[src/rtl/mseq_sat_counter.sv]
// mseq_sat_counter: saturating up-counter with synchronous clear.
//   clk, rst : clock, asynchronous active-high reset
//   inc      : count one event this cycle
//   clr      : zero the counter; wins over a simultaneous inc
//   count    : registered count, holds at all-ones
module mseq_sat_counter #(
  parameter int unsigned CNT_WIDTH = 32
) (
  input  logic                 clk,
  input  logic                 rst,
  input  logic                 inc,
  input  logic                 clr,
  output logic [CNT_WIDTH-1:0] count
);

  always_ff @(posedge clk or posedge rst) begin
    if (rst) begin
      count <= '0;
    end else if (clr) begin
      count <= '0;
    end else if (inc && (count != '1)) begin
      count <= count + CNT_WIDTH'(1);
    end
  end

endmodule

[config.mk]
export PLATFORM = sky130hd
export DESIGN_NAME = mseq_sat_counter
export DESIGN_NICKNAME = d
export VERILOG_FILES = /design/src/rtl/mseq_sat_counter.sv
export SDC_FILE = /design/constraint.sdc
export NUM_CORES = 1
export LEC_CHECK = 0
export BUFFER_PORTS_ARGS = -buffer_cell sky130_fd_sc_hd__buf_4
export CORE_MARGIN = 2
export CORE_UTILIZATION = 44
export DETAILED_ROUTE_END_ITERATION = 8
export PLACE_DENSITY = 0.73
export SLEW_MARGIN = 0
export SYNTH_ARGS = -nofsm -noshare
export SYNTH_HDL_FRONTEND = slang
export SYNTH_SLANG_ARGS = --single-unit
[constraint.sdc]
create_clock -name clk -period 2.7 [get_ports clk]
set_input_delay 0.405 -clock clk [delete_from_list [all_inputs] [get_ports clk]]
set_output_delay 0.405 -clock clk [all_outputs]
set_load 0.02 [all_outputs]
==> After elaboration in Yosys (flattened, before gate mapping) <==
Cells that the tools add are included.
{ "totals": {"reg_bits": 32, "in_bits": 4, "output_inout_bits": 32} }
{ "classes": {"n_addsub": 1, "n_eq_ne": 1, "n_mux": 2, "reduce_logical": 2} }
{ "ops": {"columns": ["cell", "n"], "rows": [
  ["32-bit 2-to-1 mux", 2],
  ["32-bit by 1-bit adder with 32-bit output, second input constant", 1],
  ["32-bit != test, second input constant", 1],
  ["2-bit nonzero test", 1],
  ["1-bit logical AND", 1]
]} }

==> Longest topological paths before layout <==
{ "logic_depth": {"depth_word": 4, "mapped_depth": 7} }

==> Least setup slack after synthesis <==
OpenSTA, ideal clock, no wires.
{ "synth_timing": {"path_type": "flip-flop to flip-flop", "from": "register count[0]", "to": "register count[20]", "setup_ns": 0.078, "t_arrival_ns": 2.263, "slack_ns": 0.359, "path_stages_with_launch": 8, "n_path_buf": 1, "synth_period_minus_slack_ns": 2.341, "cell_sequence": "dfrtp_1 ha_1 nand2_1 or4_4 or3_4 buf_6 or4_1 a21oi_1"} }
{ "synth_via": {"elab_chain_len": 3} }
{ "synth_lines": {"columns": ["element", "line", "source"], "rows": [
  ["start, declared", "13", "output logic [CNT_WIDTH-1:0] count"],
  ["start signal, assigned", "22", "count <= count + CNT_WIDTH'(1);"],
  ["32-bit by 1-bit adder with 32-bit output or 32-bit != test (tied branches)", "22, 21", null],
  ["32-bit 2-to-1 mux or 1-bit logical AND (tied branches)", "21", "end else if (inc && (count != '1)) begin"],
  ["32-bit 2-to-1 mux or 2-bit nonzero test (tied branches)", null, null]
]} }
Several ways; a longest one is shown, not always the timed one. The select of a mux whose other input is x is not followed.
A chain may end at the register's enable or synchronous reset.

==> Final worst setup path <==
{ "layout_timing": {"from": "register count[0]", "to": "register count[30]"} }
Same word-level chain as after synthesis.

==> run metrics <==
cell count after synthesis=186; clock root buffer=clkbuf_8; area growth from synthesis to final layout=24.9%; TritonCTS buffer count=5; starting utilization of the core area=46.5%; Total Negative Setup Slacks=0 ps; endpoint arrival time on the critical path=2530 ps; routability cong.=0.765; Detailed Route Iter0 Violations=87; Fin Hold WS=220 ps; number of antenna violations at the first check in global routing=0; total number of H-tree levels=2; cts hold-fix bufs=0; final std cells w/o fill=276; average vias per placed instance=5.94; Detail Route Antenna Nets=0; instance area at placement=0.00208 mm^2; number of hold violations in the final report=0; number of cells traversed by the worst register-to-register path=6; Vias=1640; yosys warns=0; core area=0.00374 mm^2; I/O pin cnt=36; final net count=233; Finish-stage setup viols=0; number of global-route vias before repair=1527; ratio of cells with drive above 1 in the final layout=23.2%; PD cells=424 mW/mm^2; outcome=finished clean; Core Rows=22; Worst R2R End=count[30]; routed length per instance=14.2 um; leakage power figure=0.901 nW; combined flip-flop and latch cell area=801 um^2; slew of the pin with the lowest slew margin=660 ps; flop2flop setup slack=380 ps; headroom to the max-slew limit=55.9%; combined area of all synthesized cells=0.00174 mm^2; sort of element at the end of the critical path=flop; Max FO, Critical Path=14; Max rail drop VDD=0.255 mV; width of the die=66.9 um; launch instance of the worst register-to-register path=count[0]; DRC violation count after routing=0; Max Cap Viol=0; Cell variety after synth=33; WL final=3.92 mm; total grt overflow=0; ratio of final minimum period to clock period=86.0%; sequential fraction of the synthesis area=46.0%; Die ar.=0.00447 mm^2; Pre-antenna DRT Iters=4; Placed Instances=269; Hold Crit Class=primary input to async pin; count of cells resized by post-cts repair=0; Largest register FFs=32; Worst setup SP type=flop; count of inserted antenna diode cells=0; net count of the mapped netlist=191; pin count of the biggest net entering global routing=33; Largest regs=count (32); final critical-path required period=2320 ps; CTS clock-pin slew for the worst setup and hold paths=70 ps; number of buffers inserted by port buffering=35; clock skew after layout=7.98 ps; Multi-input gate area=878 um^2; CTS max path bufs=2; number of clock sinks=32; data required time at the worst endpoint=2900 ps; fill cell instance count of the final layout=357; register bit total from synthesis=32; upper clock frequency limit=431 MHz; global-route wire length before repair=6.88 mm; Setup crit start=count[0]; cell area after layout=0.00217 mm^2; chip height=66.9 um; startpoint-to-endpoint class of the critical path=flop to flop; register with the most flip-flops=count; Clk Latency, worst-skew pair=280 ps; global-route usage over all layers=19.9%; CTS tree=built; last element of the critical path=count[30]; detailed placer's ending HPWL=2.74 mm; average cell area after synthesis=9.36 um^2; post-CTS setup buffer count=0; RSZ-0062 raised after global routing=false; final number of max-transition violations=0
metal layers:
metal | up-vias | part of all wire [%] | GRT usage [%]
met1 | 792 | 48 | 26.5
met3 | 5 | 4.4 | 4.73
met5 | - | 0 | 0
met4 | 0 | 0.87 | 6.12
li1 | 812 | - | -
met2 | 31 | 46 | 32.1
placed cells by master, fill, tap and decap left out, drive strengths merged:
| cell | n |
|---|---|
| nor2 | 6 |
| o21ba | 1 |
| mux2i | 1 |
| nor3 | 1 |
| nand4 | 7 |
| and3 | 3 |
| nand2 | 11 |
| o31a | 1 |
| dfrtp | 32 |
| xnor2 | 2 |
| ha | 1 |
| nand3 | 10 |
| a21oi | 27 |
| inv | 8 |
| clkbuf | 7 |
| or3 | 13 |
| xor2 | 1 |
| or4 | 15 |
| o31ai | 15 |
| o41ai | 2 |
| and2 | 1 |
| nor4 | 3 |
| o21ai | 12 |
| o211a | 1 |
| and4 | 4 |
| o311ai | 2 |
| buf | 41 |
critical path, stage by stage, from the launching register on:
cell,delay [ps]
dfrtp_1,410
ha_1,220
nand2_1,110
or4_4,470
or3_4,410
or4_1,480
a21oi_1,140
cell type report:
| class | instances | share of cell area [%] |
|---|---|---|
| Tap cell | 48 | 2.76 |
| Clock buffer | 7 | 4.43 |
| Inverter | 8 | 1.38 |
| Sequential cell | 32 | 36.8 |
| Timing Repair Buffer | 41 | 14.2 |
| Multi-Input combinational cell | 140 | 40.4 |
worst min-delay path by stage:
stage,from,to,cells after the start
floorplan,rst,count[0],1
global placement,rst,count[2],2
finish,rst,count[22],2
CTS,rst,count[22],2
detailed placement,rst,count[2],2
global route,rst,count[22],2
report_power, final:
part / internal (mW) / switching, mW
logic: 0.0135 / 0.0289
clock network: 0.227 / 0.166
registers: 0.483 / 0.00376
Yosys cell counts, drive strengths merged:
library cell	number	area (um^2)
xnor2	2	17.5
dfrtp	32	801
and2	1	6.26
ha	1	12.5
or3	13	86.3
o31ai	15	113
or4	15	116
o211a	1	10.0
nor3	1	5.00
o31a	1	8.76
xor2	1	8.76
buf	2	16.3
o41ai	2	25.0
a21oi	27	135
o21ba	1	10.0
mux2i	1	10.0
nand3	10	50.1
o21ai	12	60.1
and4	4	35.0
nor4	3	18.8
and3	3	18.8
nand2	11	41.3
clkbuf	4	15.0
o311ai	2	17.5
inv	8	30.0
nand4	7	50.1
nor2	6	22.5
through the flow:
step | setup slack (ps) | util [%] | power [mW]
5_1_grt | 271 | 58.1 | 0.964
3_5_place_dp | 381 | 55.5 | 0.539
6_report | 378 | 58.1 | 0.921
3_3_place_gp | 450 | 55.5 | 0.538
2_1_floorplan | 359 | - | 0.520
4_1_cts | 366 | 58.1 | 0.930
logic make-up after synthesis:
logic type	count (synthesis)	synth area share, %
flops	32	46.0
xor+xnor	3	1.51
fa+ha+maj	1	0.719
compound gates	61	21.8
simple gates	74	25.9
mux	1	0.575
buf+inv	14	3.52
Power figures use the tool's default switching activity.
